<file path="src/rtl/shift_seq_pkg.sv">
// Shared encodings for the shift sequencer and the main control unit that drives it.
// States, shifter commands, amount-select codes and the supported funct values.
package shift_seq_pkg;

   typedef enum logic [1:0] {
      ST_IDLE  = 2'd0,
      ST_LOAD  = 2'd1,
      ST_SHIFT = 2'd2,
      ST_WB    = 2'd3
   } state_e;

   typedef enum logic [2:0] {
      OP_HOLD    = 3'b000,
      OP_LOAD    = 3'b001,
      OP_LEFT    = 3'b010,
      OP_RIGHT_L = 3'b011,
      OP_RIGHT_A = 3'b100
   } shift_op_e;

   typedef enum logic [1:0] {
      SEL_SHAMT = 2'b00,
      SEL_MDR   = 2'b01,
      SEL_B     = 2'b10
   } amt_sel_e;

   localparam logic [5:0] FUNCT_SLL  = 6'h00;
   localparam logic [5:0] FUNCT_SRL  = 6'h02;
   localparam logic [5:0] FUNCT_SRA  = 6'h03;
   localparam logic [5:0] FUNCT_SLLV = 6'h04;
   localparam logic [5:0] FUNCT_SRLV = 6'h06;
   localparam logic [5:0] FUNCT_SRAV = 6'h07;

   // Mirrors the external amount mux so the latched amount matches what the shifter sees.
   function automatic logic [4:0] pick_amt(input amt_sel_e   sel,
                                           input logic [4:0] shamt,
                                           input logic [4:0] mdr_amt,
                                           input logic [4:0] b_amt);
      case (sel)
         SEL_MDR: pick_amt = mdr_amt;
         SEL_B:   pick_amt = b_amt;
         default: pick_amt = shamt;
      endcase
   endfunction

endpackage

</file>
<file path="src/rtl/shift_seq_if.sv">
// Request/command bundle between the main control unit (master) and the shift sequencer (slave).
interface shift_seq_if;

   logic       start;
   logic [5:0] funct;
   logic       mem_src;
   logic [4:0] shamt;
   logic [4:0] mdr_amt;
   logic [4:0] b_amt;

   logic [1:0] shift_amt_sel;
   logic [2:0] shift_op;
   logic       busy;
   logic       done;
   logic       illegal;
   logic [4:0] amt_q;

   modport master (
      output start, funct, mem_src, shamt, mdr_amt, b_amt,
      input  shift_amt_sel, shift_op, busy, done, illegal, amt_q
   );

   modport slave (
      input  start, funct, mem_src, shamt, mdr_amt, b_amt,
      output shift_amt_sel, shift_op, busy, done, illegal, amt_q
   );

endinterface

</file>
<file path="src/rtl/shift_seq_decode.sv">
// Combinational funct decode: legality, shift direction and amount source.
// No state; results are only consumed at the accept edge.
module shift_decode
   import shift_seq_pkg::*;
(
   input  logic [5:0] funct,
   input  logic       mem_src,
   output logic       legal,
   output shift_op_e  dir,
   output amt_sel_e   sel
);

   always_comb begin
      legal = 1'b1;
      dir   = OP_HOLD;
      sel   = mem_src ? SEL_MDR : SEL_SHAMT;
      case (funct)
         FUNCT_SLL:  dir = OP_LEFT;
         FUNCT_SRL:  dir = OP_RIGHT_L;
         FUNCT_SRA:  dir = OP_RIGHT_A;
         // Variable forms always take the amount from register B, whatever mem_src says.
         FUNCT_SLLV: begin dir = OP_LEFT;    sel = SEL_B; end
         FUNCT_SRLV: begin dir = OP_RIGHT_L; sel = SEL_B; end
         FUNCT_SRAV: begin dir = OP_RIGHT_A; sel = SEL_B; end
         default: begin
            legal = 1'b0;
            sel   = SEL_SHAMT;
         end
      endcase
   end

endmodule

</file>
<file path="src/rtl/shift_seq.sv">
// Shift sequencer: IDLE -> LOAD -> SHIFT -> WB, done 3 cycles after start (2 when a zero amount is bypassed).
// No queuing: start is only honoured in IDLE; all outputs come from flops or the state register.
module shift_seq
   import shift_seq_pkg::*;
#(
   parameter bit SKIP_ZERO = 1'b1
)(
   input  logic        clk,
   input  logic        reset,
   shift_seq_if.slave  sif
);

   state_e    state_q, state_d;
   shift_op_e dir_q,   dir_d;
   amt_sel_e  sel_q,   sel_d;
   logic [4:0] amt_q,  amt_d;
   logic      illegal_q, illegal_d;

   logic      dec_legal;
   shift_op_e dec_dir;
   amt_sel_e  dec_sel;

   shift_decode u_decode (
      .funct   (sif.funct),
      .mem_src (sif.mem_src),
      .legal   (dec_legal),
      .dir     (dec_dir),
      .sel     (dec_sel)
   );

   always_comb begin
      state_d   = state_q;
      dir_d     = dir_q;
      sel_d     = sel_q;
      amt_d     = amt_q;
      illegal_d = 1'b0;
      case (state_q)
         ST_IDLE: begin
            if (sif.start) begin
               if (dec_legal) begin
                  state_d = ST_LOAD;
                  dir_d   = dec_dir;
                  sel_d   = dec_sel;
                  amt_d   = pick_amt(dec_sel, sif.shamt, sif.mdr_amt, sif.b_amt);
               end else begin
                  // Rejected request keeps the previous trace values intact.
                  illegal_d = 1'b1;
               end
            end
         end
         ST_LOAD:  state_d = (SKIP_ZERO && (amt_q == 5'd0)) ? ST_WB : ST_SHIFT;
         ST_SHIFT: state_d = ST_WB;
         ST_WB:    state_d = ST_IDLE;
         default:  state_d = ST_IDLE;
      endcase
   end

   always_ff @(posedge clk or negedge reset) begin
      if (!reset) begin
         state_q   <= ST_IDLE;
         dir_q     <= OP_HOLD;
         sel_q     <= SEL_SHAMT;
         amt_q     <= 5'd0;
         illegal_q <= 1'b0;
      end else begin
         state_q   <= state_d;
         dir_q     <= dir_d;
         sel_q     <= sel_d;
         amt_q     <= amt_d;
         illegal_q <= illegal_d;
      end
   end

   assign sif.busy          = (state_q != ST_IDLE);
   assign sif.done          = (state_q == ST_WB);
   assign sif.illegal       = illegal_q;
   assign sif.amt_q         = amt_q;
   assign sif.shift_amt_sel = (state_q == ST_IDLE) ? SEL_SHAMT : sel_q;
   assign sif.shift_op      = (state_q == ST_LOAD)  ? OP_LOAD :
                              (state_q == ST_SHIFT) ? dir_q   : OP_HOLD;

endmodule

</file>
<file path="src/flat_wrapper.sv">
// flat-port wrapper written by rule: the top's interface ports become plain ports
module shift_seq_flat import shift_seq_pkg::*;
#(
   parameter bit SKIP_ZERO = 1'b1
)
  (clk, reset, sif_start, sif_funct, sif_mem_src, sif_shamt, sif_mdr_amt, sif_b_amt, sif_shift_amt_sel, sif_shift_op, sif_busy, sif_done, sif_illegal, sif_amt_q);
  shift_seq_if sif_i ();
  input  logic clk;
  input  logic reset;
  input wire logic [$bits(sif_i.start)-1:0] sif_start;
  input wire logic [$bits(sif_i.funct)-1:0] sif_funct;
  input wire logic [$bits(sif_i.mem_src)-1:0] sif_mem_src;
  input wire logic [$bits(sif_i.shamt)-1:0] sif_shamt;
  input wire logic [$bits(sif_i.mdr_amt)-1:0] sif_mdr_amt;
  input wire logic [$bits(sif_i.b_amt)-1:0] sif_b_amt;
  output wire logic [$bits(sif_i.shift_amt_sel)-1:0] sif_shift_amt_sel;
  output wire logic [$bits(sif_i.shift_op)-1:0] sif_shift_op;
  output wire logic [$bits(sif_i.busy)-1:0] sif_busy;
  output wire logic [$bits(sif_i.done)-1:0] sif_done;
  output wire logic [$bits(sif_i.illegal)-1:0] sif_illegal;
  output wire logic [$bits(sif_i.amt_q)-1:0] sif_amt_q;
  assign sif_i.start = sif_start;
  assign sif_i.funct = sif_funct;
  assign sif_i.mem_src = sif_mem_src;
  assign sif_i.shamt = sif_shamt;
  assign sif_i.mdr_amt = sif_mdr_amt;
  assign sif_i.b_amt = sif_b_amt;
  assign sif_shift_amt_sel = sif_i.shift_amt_sel;
  assign sif_shift_op = sif_i.shift_op;
  assign sif_busy = sif_i.busy;
  assign sif_done = sif_i.done;
  assign sif_illegal = sif_i.illegal;
  assign sif_amt_q = sif_i.amt_q;
  shift_seq #(.SKIP_ZERO(SKIP_ZERO)) u_core (.clk(clk), .reset(reset), .sif(sif_i));
endmodule
</file>
<file path="config.mk">
export PLATFORM = sky130hd
export DESIGN_NAME = shift_seq_flat
export DESIGN_NICKNAME = d
export VERILOG_FILES = /design/src/rtl/shift_seq_pkg.sv /design/src/rtl/shift_seq_if.sv /design/src/rtl/shift_seq_decode.sv /design/src/rtl/shift_seq.sv /design/src/flat_wrapper.sv
export SDC_FILE = /design/constraint.sdc
export NUM_CORES = 1
export LEC_CHECK = 0
export BUFFER_PORTS_ARGS = -buffer_cell sky130_fd_sc_hd__buf_2
export CAP_MARGIN = 20
export CORE_MARGIN = 2
export CORE_UTILIZATION = 48
export DETAILED_ROUTE_END_ITERATION = 7
export GPL_ROUTABILITY_DRIVEN = 0
export PLACE_DENSITY = 0.93
export RECOVER_POWER = 100
export SYNTH_ARGS = -nofsm -noshare
export SYNTH_HDL_FRONTEND = slang
export SYNTH_SLANG_ARGS = --single-unit
</file>
<file path="constraint.sdc">
create_clock -name clk -period 3.1 [get_ports clk]
set_clock_uncertainty 0.1 [all_clocks]
set_input_delay 0.465 -clock clk [delete_from_list [all_inputs] [get_ports clk]]
set_output_delay 0.465 -clock clk [all_outputs]
set_load 0.01 [all_outputs]
</file>
Yosys cells after proc, flatten, opt, wreduce, memory -nomap -nowiden
Cells that the tools add are included.

word-level totals
  register bits after elaboration = 13
  bits in latches = 0
  RAM bits = 0
  ROM bits = 0
  input bits = 25
  output and inout bits = 13
  logic and storage cells = 44
  memories kept = 0

operators by class
  add/subtract/negate cells = 0
  multiply operators = 0
  divide/modulo/power cells = 0
  $lt $le $gt $ge = 0
  equality and inequality tests = 12
  shift operators = 0
  muxes and demuxes = 15
  bitwise gates (word level) = 0
  reductions and logical operators = 12

operators with widths
  operator              number
  $eq A6 B3 Y1 const B  3
  $eq A6 B2 Y1 const B  2
  $pmux W5 S2           1
  $pmux W3 S3           1
  $pmux W2 S4           1
  $eq A2 B2 Y1 const B  3
  $logic_not A6 Y1      1
  $mux W1               6
  $mux W2               3
  $mux W3               2
  $reduce_or A2 Y1      3
  $reduce_or A3 Y1      2
  $reduce_or A6 Y1      1
  $logic_not A5 Y1      1
  $eq A2 B1 Y1 const B  2
  $pmux W2 S2           1
  $reduce_and A3 Y1     1
  $logic_not A2 Y1      1
  $ne A2 B1 Y1 const B  1
  $ne A2 B2 Y1 const B  1
  $reduce_and A2 Y1     1
  $reduce_bool A2 Y1    1

Depth between registers and ports, before layout
Gate-level depths: netlist of run 1.

  depth after elaboration = 6
  mapped depth = 8

Modules after synthesis
Synthesis of run 1 repeated with hierarchy kept, for this count alone.

second synthesis, totals
  cell total of the unflattened synthesis = 79
  area, all modules = 832.0 µm²

by module, submodules not included
  module        times used  cells an instance  area an instance (µm²)  seq. area each (µm²)
  shift_seq     1           69                 739.5                   325.3
  shift_decode  1           10                 92.6                    0.0

Worst setup path before layout of run 1
No wires, ideal clock.

  kind = in2reg
  from = in sif_funct[3]
  to = reg u_core.amt_q[0], in the netlist u_core.sif.amt_q[0]
  data arrival time = 2.001 ns
  slack = 0.874 ns
  cell stages on the path = 7
  buffers on the path = 1
  cell sequence = or3_4 nor2_1 nand2_1 ha_1 buf_1 o21ai_0 mux2_4

on the way
  cells in the longest elaborated chain, start to end = 5

ends and longest elaborated chain
  element                                              line                    source
  start: declaration                                   flat_wrapper.sv:11      input wire logic [$bits(sif_i.funct)-1:0] sif_funct;
  $eq A6 B3 Y1, or another cell as far along           shift_seq_decode.sv:17  case (funct)
  $reduce_or A3 Y1 (no line)                           n/a
  $pmux W2 S2                                          shift_seq_decode.sv:17
  $eq A2 B2 Y1 / $eq A2 B1 Y1 (equally long branches)  shift_seq_pkg.sv:38     case (sel)
  $pmux W5 S2                                          shift_seq_pkg.sv:38
  end signal: assignment                               shift_seq.sv:69         amt_q <= amt_d;
  end: declaration                                     shift_seq.sv:16         logic [4:0] amt_q, amt_d;

Parallel ways exist; a longest one is shown, timed or not.
A chain may end at the register's enable or synchronous reset.

Worst setup path in the final report of run 1
  from = reg u_core.state_q[0]
  to = reg u_core.sel_q[0]

on the way
  cells in the longest elaborated chain, start to end = 2

ends and longest elaborated chain
  element                      line             source
  start: declaration           shift_seq.sv:13  state_e state_q, state_d;
  start signal: assignment     shift_seq.sv:66  state_q <= state_d;
  $logic_not A2 Y1             shift_seq.sv:37  case (state_q)
  $reduce_and A3 Y1 (no line)  n/a
  end signal: assignment       shift_seq.sv:68  sel_q <= sel_d;
  end: declaration             shift_seq.sv:15  amt_sel_e sel_q, sel_d;

Every way passes these cells.

==> results.json, run 1 <==
{
  "floorplan.core_area_um2": 1560,
  "antennaDiodeCount": 0,
  "place.detailed.hpwl_um": 1540,
  "count_of_filler_cells_inserted_in_the_layout": 138,
  "timing.final.setup_violations": 0,
  "setup.worst_path.class": "flip-flop to flip-flop",
  "part_of_the_yosys_area_used_for_sequential_elements_pct": 39.8,
  "cts_inserted_buffers": 3,
  "synth.ff_latch_count": 13,
  "cp_max_fo": 11,
  "worst_ep_required_time_ps": 3170,
  "path_buf_inv": 1,
  "worst_path_dominant_cell_family": "simple AND/OR/NAND/NOR gates",
  "postPlaceCellArea_um2": 1010,
  "antenna_found_initial": 0,
  "crit-reg2reg-capture": "u_core.sel_q[0]$_DFFE_PN0P_",
  "power_density_nw_per_um2": 738,
  "met1_usage_pct": 25.8,
  "clock_tree.htree_level_count": 1,
  "detailedRoute.firstPassIterationCount": 4,
  "post_synth_main_area_contributors": "sky130_fd_sc_hd__dfrtp_1, sky130_fd_sc_hd__mux2_4, sky130_fd_sc_hd__ha_1",
  "dieWidth_um": 45.3,
  "whs_endpoint": "u_core.dir_q[0]$_DFFE_PN0P_",
  "report.final.slew_viol_count": 0,
  "timing_hold_violations_final": 0,
  "grt_setup_unrepaired": "false",
  "cp_slowest_cell": "sky130_fd_sc_hd__nor3_2",
  "grt_util_met3_pct": 7.60,
  "cts_post_setup_buffers_inserted": 0,
  "global_route.peak_usage_layer": "met2",
  "initial_core_util_pct": 52.5,
  "clk_root_buffer_cell": "sky130_fd_sc_hd__clkbuf_4",
  "hold_path.startpoint": "sif_funct[1]",
  "cts_max_path_bufs": 2,
  "grt_pass1_wl_um": 3010,
  "crit-reg2reg-launch": "u_core.state_q[0]$_DFFE_PN0P_",
  "yosys.area.top_type": "sky130_fd_sc_hd__dfrtp_1",
  "grt.met2_usage_pct": 35.7,
  "synthesis.instances": 77,
  "yosys_warnings": 0,
  "ir_drop_mv": 0.425,
  "avgSynthCellArea_um2": 10.6,
  "numClockSinks": 13,
  "layout.area.seq_um2": 325,
  "hold_path_depth": 3,
  "route.detailed.drc": 0,
  "crit_arrival_ps": 2320,
  "final_worst_path_cycle_share_pct": 72.6,
  "num_vias": 728,
  "congestion_overflow_gr": 0,
  "status": "finished, final reports clean",
  "vias_in_the_first_global_route": 685,
  "synthDistinctLibCells": 27,
  "cts_tree": "yes",
  "dr_wl_cell_um": 14.3,
  "avgViaCountPerCell": 5.47,
  "layout.cells.most_common": "sky130_fd_sc_hd__buf_2",
  "die_y_um": 45.3,
  "grt_max_degree": 14,
  "post-synth-top-area-fraction_pct": 39.8,
  "crit_path_max_incr_delay_ps": 660,
  "num_rows": 14,
  "worst-r2r-setup-slack_ps": 850,
  "worst_slew_pin_slew_ps": 845,
  "achievable-frequency_ghz": 0.444,
  "layout-area-overhead-vs-synth_pct": 22.5,
  "most-common-layout-cells": "sky130_fd_sc_hd__buf_2, sky130_fd_sc_hd__clkbuf_1, sky130_fd_sc_hd__dfrtp_1",
  "period_minus_slack_ps": 2250,
  "groute.usage.overall_pct": 21.3,
  "postRouteAntennaNets": 0,
  "worst_setup_path_start_kind": "flip-flop",
  "cts_repair_resize_count": 0,
  "max_cap_violations": 0,
  "synth_nets": 108,
  "maxSlewHeadroom_pct": 43.4,
  "io_buffer_count": 37,
  "final_net_count": 149,
  "layout.cell_area.non_filler_um2": 1000,
  "mapped_area_um2": 818,
  "clk-insertion-delay-late_ps": 280,
  "crit_chain": "inv_1 -> ha_1 -> nand2_1 -> nor3_2 -> mux2_2",
  "dieArea_um2": 2050,
  "setup.worst_path.end_class": "flip-flop",
  "dr.first_iter.drc_count": 13,
  "io_pins": 38,
  "routed_wirelength_um": 1900,
  "timing.hold.worst.class": "input pin to flip-flop",
  "tns_setup_ps": 0,
  "total_area_of_multi_input_combinational_cells_um2": 430,
  "reg2regPathDepth": 5,
  "drive_above_1_share_pct": 31.6,
  "cts.clk_slew.worst_paths_ps": 80,
  "p_leak_uw": 0.000491
}
[final cells by class]
cell class / count / area share (%)
Multi-Input combinational cell: 56 / 42.9
Sequential cell: 13 / 32.5
Timing Repair Buffer: 38 / 17.7
Clock buffer: 4 / 2.62
Inverter: 6 / 2.25
Tap cell: 16 / 2.00
[logic make-up (layout without fill, tap and decap cells)]
family	after synthesis	after routing	synth area share [%]
AOI/OAI and AO/OA	16	16	13.0
and+or+nand+nor	25	25	18.5
buffers and inverters	8	48	4.59
adders and majority gates	6	6	9.17
muxes	9	9	15.0
DFF	13	13	39.8
[cells in the mapped netlist, drive strengths merged]
cell / number
a21o: 1
a22oi: 5
and2: 2
and2b: 1
and3b: 1
buf: 2
dfrtp: 13
ha: 6
inv: 6
mux2: 8
mux2i: 1
nand2: 9
nand3: 1
nor2: 2
nor2b: 3
nor3: 2
nor3b: 1
nor4: 1
o21a: 1
o21ai: 7
o31ai: 1
o32a: 1
or3: 1
or4b: 1
[routing by layer]
layer	vias to the layer above	part of all wire [%]
li1	354	-
met1	347	39
met2	23	55
met3	4	5.2
met4	0	1.1
met5	-	0
[report_power, final]
group	total, uW	switching, uW	internal, uW
clock network	108	58.2	50.0
logic	333	173	160
registers	298	49.6	248
[metrics by stage]
stage / util, % / total power (uW) / setup WS, ps / instances / hold WS [ps]
2_1_floorplan: - / 541 / 874 / 77 / 69.4
3_3_place_gp: 64.7 / 659 / 776 / 128 / 257
3_5_place_dp: 64.7 / 678 / 694 / 128 / 272
4_1_cts: 67.0 / 789 / 932 / 133 / 323
5_1_grt: 64.3 / 798 / 665 / 133 / 340
6_report: 64.3 / 739 / 850 / 133 / 326
[repair_timing]
item,CTS,global route
endpoints found under the setup margin,0,0
endpoints found under the hold margin,13,0
hold buffers,1,0
[worst reg2reg max path: cells and delay by family (launching register included)]
kind / cells / cell delay, ps
AND/OR/NAND/NOR: 2 / 780
flip-flops: 1 / 410
multiplexers: 1 / 410
adder cells (fa/ha/maj): 1 / 320
buffers and inverters: 1 / 120
[flip-flops by register name, indices dropped and copies added (netlist names)]
register,flops
u_core.sel_q,2
u_core.state_q,2
u_core.sif.amt_q,5
u_core.dir_q,3
u_core.sif.illegal,1
[worst max-delay path by stage]
| stage | from | to | depth (start not counted) |
|---|---|---|---|
| 2_1_floorplan | sif_funct[3] | u_core.sif.amt_q[0]$_DFFE_PN0P_ | 7 |
| 3_3_place_gp | sif_funct[3] | u_core.sif.amt_q[0]$_DFFE_PN0P_ | 8 |
| 3_5_place_dp | sif_funct[3] | u_core.sif.amt_q[0]$_DFFE_PN0P_ | 8 |
| 4_1_cts | u_core.state_q[0]$_DFFE_PN0P_ | u_core.sel_q[0]$_DFFE_PN0P_ | 5 |
| 5_1_grt | u_core.state_q[0]$_DFFE_PN0P_ | u_core.sel_q[0]$_DFFE_PN0P_ | 5 |
| 6_report | u_core.state_q[0]$_DFFE_PN0P_ | u_core.sel_q[0]$_DFFE_PN0P_ | 5 |
Power figures use the tool's default switching activity.
==> run 2, diff against run 1 <==
--- a/config.mk
+++ b/config.mk
@@ -8,10 +8,10 @@
 export BUFFER_PORTS_ARGS = -buffer_cell sky130_fd_sc_hd__buf_2
 export CAP_MARGIN = 20
 export CORE_MARGIN = 2
-export CORE_UTILIZATION = 48
+export CORE_UTILIZATION = 41
 export DETAILED_ROUTE_END_ITERATION = 7
 export GPL_ROUTABILITY_DRIVEN = 0
-export PLACE_DENSITY = 0.93
+export PLACE_DENSITY = 0.85
 export RECOVER_POWER = 100
 export SYNTH_ARGS = -nofsm -noshare
 export SYNTH_HDL_FRONTEND = slang
==> constraint.sdc (replaced) <==
create_clock -name clk -period 2 [get_ports clk]
set_clock_uncertainty 0.1 [all_clocks]
set_input_delay 0.3 -clock clk [delete_from_list [all_inputs] [get_ports clk]]
set_output_delay 0.3 -clock clk [all_outputs]
set_load 0.01 [all_outputs]
==> run 2 against run 1 <==
- count of clock-buffer cells in the layout unchanged
- cell count is 11% higher
- clock power increased by 47%
- setup slack worse by 690 ps
- first-iteration DRC count grew 31%
- core utilization shrank 9.3 points
- worst hold slack lost 140 ps
- critical path type is now input pin to flip-flop
==> results.json, run 2 (same netlist as run 1, synthesis figures left out) <==
{
  "status": "finished, final reports clean",
  "cts_max_path_bufs": 2,
  "dieWidth_um": 48.7,
  "count_of_filler_cells_inserted_in_the_layout": 187,
  "setup.worst_path.end_class": "flip-flop",
  "layout.cells.non_filler": 148,
  "postRouteAntennaNets": 0,
  "cell_internal_pwr_uw": 730,
  "dr_wl_cell_um": 12.0,
  "num_rows": 16,
  "regMostFlops": "u_core.sif.amt_q",
  "power.share.clock_pct": 13.5,
  "report.final.slew_viol_count": 0,
  "detailedRoute.firstPassIterationCount": 4,
  "drive_above_1_share_pct": 33.1,
  "dieArea_um2": 2370,
  "num_vias": 714,
  "io_pins": 38,
  "route.detailed.drc": 0,
  "worst_setup_path_start_kind": "input pin",
  "cts_inserted_buffers": 3,
  "layout.cells.most_common": "sky130_fd_sc_hd__buf_2",
  "postPlaceCellArea_um2": 1070,
  "biggestRegsByFlops": "u_core.sif.amt_q (5), u_core.dir_q (3)",
  "layout.area.seq_um2": 325,
  "max_cap_violations": 0,
  "total_switching_power_uw": 445,
  "avgViaCountPerCell": 4.82,
  "maxSlewHeadroom_pct": 54.0,
  "part_of_the_power_in_registers_pct": 39.7,
  "holdBufCountCts": 1,
  "tns_setup_ps": 0,
  "dr.first_iter.drc_count": 17,
  "layout-area-overhead-vs-synth_pct": 29.1,
  "timing.hold.worst.class": "input pin to flip-flop",
  "cts_post_setup_buffers_inserted": 0,
  "initial_core_util_pct": 42.6,
  "setup.worst_path.class": "input pin to flip-flop",
  "timing_hold_violations_final": 0,
  "worst_hold_slack_ps": 187,
  "grt_setup_unrepaired": "false",
  "achievable-frequency_ghz": 0.543,
  "max_reg_flops": 5,
  "power_density_nw_per_um2": 1110,
  "cp_max_fo": 10,
  "ir_drop_mv": 0.502,
  "crit_path_max_incr_delay_ps": 420,
  "path_buf_inv": 1,
  "worst_path_dominant_cell_family": "simple AND/OR/NAND/NOR gates",
  "total_area_of_multi_input_combinational_cells_um2": 447,
  "clk_root_buffer_cell": "sky130_fd_sc_hd__clkbuf_4",
  "crit_chain": "buf_2 -> or3_4 -> nor2_2 -> nand2_1 -> ha_1 -> o21ai_0 -> mux2_1",
  "antennaDiodeCount": 0,
  "groute.usage.overall_pct": 16.1,
  "worst_ep_required_time_ps": 2060,
  "period_minus_slack_ps": 1840,
  "clk-insertion-delay-late_ps": 270,
  "grt_max_degree": 14,
  "die_y_um": 48.7,
  "io_buffer_count": 37,
  "cts_tree": "yes",
  "cts_repair_resize_count": 0,
  "floorplan.core_area_um2": 1920,
  "layout.cell_area.non_filler_um2": 1060,
  "worst_slew_pin_slew_ps": 690,
  "place.detailed.instances": 143,
  "grt_pass1_wl_um": 2970,
  "most-common-layout-cells": "sky130_fd_sc_hd__buf_2, sky130_fd_sc_hd__clkbuf_1, sky130_fd_sc_hd__dfrtp_1",
  "swShare_pct": 37.8,
  "timing.final.setup_violations": 0,
  "routed_wirelength_um": 1780,
  "cts.clk_slew.worst_paths_ps": 80,
  "final_worst_path_cycle_share_pct": 92.0,
  "clock_tree.htree_level_count": 1,
  "final_net_count": 153,
  "vias_in_the_first_global_route": 670,
  "combPwrFrac_pct": 46.7,
  "cp_slowest_cell": "sky130_fd_sc_hd__ha_1",
  "congestion_overflow_gr": 0,
  "crit_arrival_ps": 1900,
  "p_leak_uw": 0.000514,
  "place.detailed.hpwl_um": 1490,
  "antenna_found_initial": 0,
  "numClockSinks": 13,
  "final_core_util_pct": 54.9
}
-- run 2: through the flow --
| step | worst slack (ps) | total power [uW] |
|---|---|---|
| after global routing | 37.4 | 1270 |
| after global placement | -78.7 | 1040 |
| final | 159 | 1180 |
| after detailed placement | -113 | 1080 |
| after floorplan | 33.8 | 840 |
| after CTS | 172 | 1240 |
-- run 2: worst paths after layout --
path | from | end | slack [ps] | cells after the start
min in group asynchronous | reset | u_core.dir_q[1]$_DFFE_PN0P_ | 470 | 2
hold / removal | sif_funct[1] | u_core.dir_q[0]$_DFFE_PN0P_ | 190 | 3
hold reg to reg | u_core.dir_q[2]$_DFFE_PN0P_ | u_core.dir_q[2]$_DFFE_PN0P_ | 400 | 1
setup reg to reg | u_core.state_q[1]$_DFFE_PN0P_ | u_core.state_q[0]$_DFFE_PN0P_ | 180 | 5
setup / recovery | sif_funct[3] | u_core.sif.amt_q[3]$_DFFE_PN0P_ | 160 | 7
max in group asynchronous | reset | u_core.sel_q[1]$_DFFE_PN0P_ | 890 | 2
-- run 2: area by class of cell --
| type | count | share of cell area [%] |
|---|---|---|
| clock buffer | 4 | 2.49 |
| inverter | 6 | 2.13 |
| tap | 27 | 3.20 |
| sequential | 13 | 30.8 |
| timing repair buffer | 42 | 19.1 |
| multi-input combinational | 56 | 42.3 |
-- run 2: power by group through the flow --
stage	Sequential, uW	Combinational, uW	Clock, uW
4_1_cts	468	608	166
6_report	467	549	159
2_1_floorplan	477	363	0
5_1_grt	481	606	179
3_3_place_gp	464	578	0
3_5_place_dp	473	605	0
-- run 2: per-layer routing --
layer / vias to the layer above / GRT usage, % / routed length, um
li1: 358 / - / -
met1: 334 / 20.0 / 783
met2: 22 / 28.5 / 899
met3: 0 / 4.63 / 96
met4: 0 / 1.43 / 0
met5: - / 0 / 0
-- run 2: tightest hold or removal path, delay by kind of cell --
family        cells  cell delay, ps
simple gates      1              50
buf+inv           1             100
mux               1              70
